===== config.mk =====
export PLATFORM = sky130hd
export DESIGN_NAME = prog_ctr
export DESIGN_NICKNAME = d
export VERILOG_FILES = /design/src/rtl/prog_ctr_pkg.sv /design/src/rtl/prog_ctr_next.sv /design/src/rtl/prog_ctr.sv
export SDC_FILE = /design/constraint.sdc
export NUM_CORES = 1
export LEC_CHECK = 0
export ABC_AREA = 1
export BUFFER_PORTS_ARGS = -buffer_cell sky130_fd_sc_hd__buf_4
export CAP_MARGIN = 10
export CORE_MARGIN = 5
export CORE_UTILIZATION = 47
export CTS_CLUSTER_DIAMETER = 150
export DETAILED_ROUTE_END_ITERATION = 7
export GPL_TIMING_DRIVEN = 0
export PLACE_DENSITY = 0.8
export SLEW_MARGIN = 20
export SYNTH_ARGS = -nofsm -noshare
export SYNTH_HDL_FRONTEND = slang
export SYNTH_SLANG_ARGS = --single-unit

===== constraint.sdc =====
create_clock -name Clk -period 1.5 [get_ports Clk]
set_input_delay 0.075 -clock Clk [delete_from_list [all_inputs] [get_ports Clk]]
set_output_delay 0.075 -clock Clk [all_outputs]
set_load 0.01 [all_outputs]

===== src/rtl/prog_ctr_pkg.sv =====
// Shared types and default parameters for the program counter block.
// Used by prog_ctr and prog_ctr_next.
package prog_ctr_pkg;

    localparam int PC_W_DEF       = 10;
    localparam int START_ADDR_DEF = 0;

    typedef enum logic [1:0] {
        ST_IDLE     = 2'd0,
        ST_STARTING = 2'd1,
        ST_RUN      = 2'd2
    } state_e;

endpackage : prog_ctr_pkg


===== src/rtl/prog_ctr_next.sv =====
// Combinational next-PC selection for prog_ctr. It picks restart, hold,
// absolute target, signed relative offset or increment.
module prog_ctr_next
    import prog_ctr_pkg::*;
#(
    parameter int PC_W       = PC_W_DEF,
    parameter int START_ADDR = START_ADDR_DEF
) (
    input  state_e          state_i,
    input  logic            start_i,
    input  logic            halt_i,
    input  logic            abs_en_i,
    input  logic            rel_en_i,
    input  logic            alu_flag_i,
    input  logic [PC_W-1:0] target_i,
    input  logic [PC_W-1:0] pc_i,
    output logic [PC_W-1:0] pc_o
);

    localparam logic [PC_W-1:0] START_PC = PC_W'(START_ADDR);

    logic [PC_W-1:0] pc_inc;
    logic [PC_W-1:0] pc_rel;

    // An unsigned add of the raw offset bits gives the same result as a signed add modulo 2^PC_W.
    assign pc_inc = pc_i + PC_W'(1);
    assign pc_rel = pc_i + target_i;

    // NOTE: pc_o gets a default before the case so no path leaves it unassigned, which avoids an inferred latch.
    always_comb begin
        pc_o = pc_i;
        unique case (state_i)
            ST_IDLE: begin
                if (start_i) pc_o = START_PC;
            end
            ST_STARTING: begin
                pc_o = START_PC;
            end
            ST_RUN: begin
                if (start_i)                      pc_o = START_PC;
                else if (halt_i)                  pc_o = pc_i;
                else if (abs_en_i)                pc_o = target_i;
                else if (rel_en_i && alu_flag_i)  pc_o = pc_rel;
                else                              pc_o = pc_inc;
            end
            default: begin
                pc_o = START_PC;
            end
        endcase
    end

endmodule : prog_ctr_next


===== src/rtl/prog_ctr.sv =====
// Program counter with an IDLE / STARTING / RUN sequencer.
// Optional feature: define PROG_CTR_HALT_EN to add the Halt input, which freezes the PC while in RUN.
module prog_ctr
    import prog_ctr_pkg::*;
#(
    parameter int PC_W       = PC_W_DEF,
    parameter int START_ADDR = START_ADDR_DEF
) (
    input  logic            Clk,
    input  logic            Reset,
    input  logic            Start,
    input  logic            BranchAbsEn,
    input  logic            BranchRelEn,
    input  logic            ALU_flag,
`ifdef PROG_CTR_HALT_EN
    input  logic            Halt,
`endif
    input  logic [PC_W-1:0] Target,
    output logic [PC_W-1:0] ProgCtr,
    output logic            Running
);

    localparam logic [PC_W-1:0] START_PC = PC_W'(START_ADDR);

    state_e          state_q, state_d;
    logic [PC_W-1:0] pc_q, pc_d;
    logic            running_q, running_d;
    logic            halt;

`ifdef PROG_CTR_HALT_EN
    assign halt = Halt;
`else
    assign halt = 1'b0;
`endif

    // NOTE: sequential state uses non-blocking assignments, so every register samples pre-edge values.
    always_ff @(posedge Clk or negedge Reset) begin
        if (!Reset) begin
            state_q   <= ST_IDLE;
            pc_q      <= START_PC;
            running_q <= 1'b0;
        end else begin
            state_q   <= state_d;
            pc_q      <= pc_d;
            running_q <= running_d;
        end
    end

    always_comb begin
        state_d = state_q;
        unique case (state_q)
            ST_IDLE:     if (Start) state_d = ST_STARTING;
            ST_STARTING: state_d = Start ? ST_STARTING : ST_RUN;
            ST_RUN:      if (Start) state_d = ST_STARTING;
            default:     state_d = ST_IDLE;
        endcase
    end

    // Running is registered, so it is computed from the state being entered.
    always_comb begin
        running_d = (state_d == ST_RUN);
    end

    prog_ctr_next #(
        .PC_W       (PC_W),
        .START_ADDR (START_ADDR)
    ) u_next (
        .state_i    (state_q),
        .start_i    (Start),
        .halt_i     (halt),
        .abs_en_i   (BranchAbsEn),
        .rel_en_i   (BranchRelEn),
        .alu_flag_i (ALU_flag),
        .target_i   (Target),
        .pc_i       (pc_q),
        .pc_o       (pc_d)
    );

    assign ProgCtr = pc_q;
    assign Running = running_q;

endmodule : prog_ctr


==> results.yml <==
power:
  p_leak_nw: 0.877
  ir_worst_vdd_uv: 634
  p_switching_uw: 283
  power_frac_clock_pct: 27.6
  seqPwrFrac_pct: 44.4
  p_int_uw: 579
  switching_share_pct: 32.8
  p_per_area_nw_per_um2: 544
  power_frac_comb_pct: 28.0
sta:
  finalSetupViolations: 5
  skew_ns: 0.00785
  setup_ws_ns: -0.173
  tightest_slew_ns: 0.531
  finalHoldViolCount: 0
  finalCritPeriodShare_pct: 112
  slew_violations: 0
  rsz0062_at_grt: "yes"
  min_period_ns: 1.67
  fin_tns_setup_ns: -0.515
  fmax_mhz: 598
  relSlewSlack_pct: 64.6
global_routing:
  grt_usage_pct: 18.6
  first_global_vias: 1178
  grt_max_degree: 14
  antenna_found_initial: 0
  grt-ovfl-total: 0
  grt_pass1_wl_um: 4890
hold_path:
  worstHoldStart: "Start"
  min_delay_path_depth: 3
  holdCritPathClass: "input pin to flip-flop"
  min_to: "state_q[0]"
route:
  drc: 0
  via_per_inst: 5.37
  routedWlPerCell_um: 13.6
  wl_um: 3200
  wl_met1_um: 1340
  wl_met3_um: 167
  first_pass_iters: 4
  drtIter0Drc: 45
  top_layer: "met4"
  vias: 1267
  ant_nets: 0
  dr_wl_met2_um: 1620
placement:
  post-place-ws_ns: -0.223
  dp_hpwl_um: 2090
  portBuffers: 26
  place_congestion: 0.816
clock_network:
  cts_buffers: 3
  clock_path_buffers: 2
  path_clk_slew_ns: 0.09
  cts_sinks: 13
  clock-root-buffer: "clkbuf_4"
  worstSkewPairLatency_ns: 0.29
  cts_tree: "done"
  htreeDepth: 1
logic_synthesis:
  ys.flop_type: "dfrtp_1"
  avgSynthCellArea_um2: 6.51
  yosysMostFrequentCell: "nand2_1"
  seq_area_frac_synth_pct: 29.6
  synth-edff-count: 0
  async_reset_ff_share_pct: 100
  ys_ff_latch: 13
  ys_top_cells_by_count: "nand2_1 (56), inv_1 (23), nand3_1 (17)"
  synth_area_leaders: "dfrtp_1 (30%), nand2_1 (19%), ha_1 (10%)"
  yosys_warnings: 0
  yosysTopAreaCellShare_pct: 29.6
  postSynthCellCount: 169
  syn_area_um2: 1100
  synthDistinctLibCells: 20
  post-synth-top-area-cell: "dfrtp_1"
  synth_nets: 195
run_status:
  status: "complete, but fails checks"
  violations: "setup timing"
setup_path:
  worst-path-buf-inv: 0
  crit_type: "flip-flop to flip-flop"
  critPathLaunchType: "flip-flop"
  reg2reg_from: "ProgCtr[0]"
  crit_chain: "ha_4 -> fa_2 -> nand3_2 -> nand2_4 -> nand3_2 -> nand2_1 -> nand2_1 -> nand3_1 -> nand2_1 -> nand2_1"
  worst_ep_arrival_time_ns: 1.87
  r2r_slack_ns: -0.17
  worstRegToRegCells: 10
  critPathSlowestCell: "dfrtp_1"
  end_kind: "flip-flop"
  r2r-end: "ProgCtr[6]"
  cpMostUsedCell: "nand2_1"
  cpLargestDelayFamily: "adder cells"
  crit_required_ns: 1.69
  max_stage_delay_ns: 0.42
  worstPathMaxFanout: 3
layout:
  nFillCells: 175
  diodes: 0
  drive_above_1_share_pct: 31.7
  fin_nets: 235
  utilization_pct: 70.9
  area_growth_pct: 44.0
flow_run:
  cap_violations: 0
floorplanning:
  core_area_um2: 2230
  start_util_pct: 49.2
  dieWidth_um: 58.4
  rows: 17
  die-area_um2: 3410
  die_h_um: 58.4
  io_pins: 27
cell type report:
class / instances / area, um2 / area share (%)
plain buffers: 2 / 8.76 / 0.553
clock buffers: 3 / 22.5 / 1.42
clock inverters: 1 / 5.00 / 0.316
inverters: 24 / 90.1 / 5.69
multi-input cells: 130 / 832 / 52.5
flip-flops and latches: 13 / 325 / 20.5
well taps: 28 / 35.0 / 2.21
repair buffers: 35 / 265 / 16.7
routing by layer:
metal	vias up	track usage (%)
met5	-	0
met4	0	10.9
met3	9	3.95
met2	44	31.4
met1	599	21.4
li1	615	-
metrics by stage:
step / hold slack (ns) / power (mW) / cell area, um2 / cells
after CTS: 0.0283 / 0.848 / 1500 / 230
after detailed placement: -0.0620 / 0.590 / 1360 / 223
after global placement: -0.0670 / 0.581 / 1360 / 223
final: 0.0318 / 0.862 / 1580 / 236
after global routing: 0.0233 / 0.917 / 1580 / 236
after floorplan: -0.221 / 0.500 / 1130 / 169
power groups by stage:
| stage | Sequential [mW] | Combinational [mW] | Clock [mW] |
|---|---|---|---|
| 2_1_floorplan | 0.391 | 0.109 | 0 |
| 3_3_place_gp | 0.386 | 0.194 | 0 |
| 3_5_place_dp | 0.388 | 0.202 | 0 |
| 4_1_cts | 0.384 | 0.226 | 0.238 |
| 5_1_grt | 0.385 | 0.268 | 0.264 |
| 6_report | 0.383 | 0.242 | 0.237 |
cells by family after synthesis:
| group | after synthesis | share of synthesized area (%) |
|---|---|---|
| AO/OA/AOI/OAI | 22 | 10.9 |
| flip-flops | 13 | 29.6 |
| adder cells (fa/ha/maj) | 10 | 12.1 |
| buffers and inverters | 26 | 8.99 |
| AND/OR/NAND/NOR | 95 | 36.1 |
| XOR/XNOR | 3 | 2.39 |
sequential cells by signal, indices dropped and copies added, names as in the netlist:
signal / count
Running: 1
state_q: 2
ProgCtr: 10
timing repair:
item | 4_1_cts | 5_1_grt
hold endpoints to repair | 13 | 0
hold buffers | 1 | 0
gates resized for setup | 8 | 14
buffers inserted | 2 | 6
setup endpoints to repair | 7 | 8
gates cloned | 0 | 0
pin swaps | 0 | 9
worst register-to-register path: stages, from the launching register on:
cell	delay [ns]
dfrtp_1	0.42
ha_4	0.18
fa_2	0.41
nand3_2	0.10
nand2_4	0.07
nand3_2	0.08
nand2_1	0.07
nand2_1	0.07
nand3_1	0.06
nand2_1	0.07
nand2_1	0.05
layout by cell type (no fill, tap or decap), types with 2 or more instances in the layout:
master / n
nand2_2: 8
buf_4: 34
nand3_2: 3
nand2_1: 49
xor2_1: 3
o21ai_0: 4
nor2_1: 16
clkbuf_4: 3
o21ai_1: 3
inv_1: 22
dfrtp_1: 13
nand3_1: 15
nand2_4: 2
ha_4: 8
a21oi_1: 11
worst max-delay path by stage:
stage / slack (ns) / to / cells past startpoint / from
CTS: -0.11 / ProgCtr[8] / 10 / ProgCtr[0]
global placement: -0.18 / ProgCtr[8] / 14 / BranchRelEn
floorplan: -0.04 / ProgCtr[8] / 10 / ProgCtr[0]
finish: -0.17 / ProgCtr[6] / 10 / ProgCtr[0]
global route: -0.25 / ProgCtr[6] / 10 / ProgCtr[0]
detailed placement: -0.22 / ProgCtr[8] / 14 / BranchRelEn
Note: power is estimated with default switching activity, not from simulation.
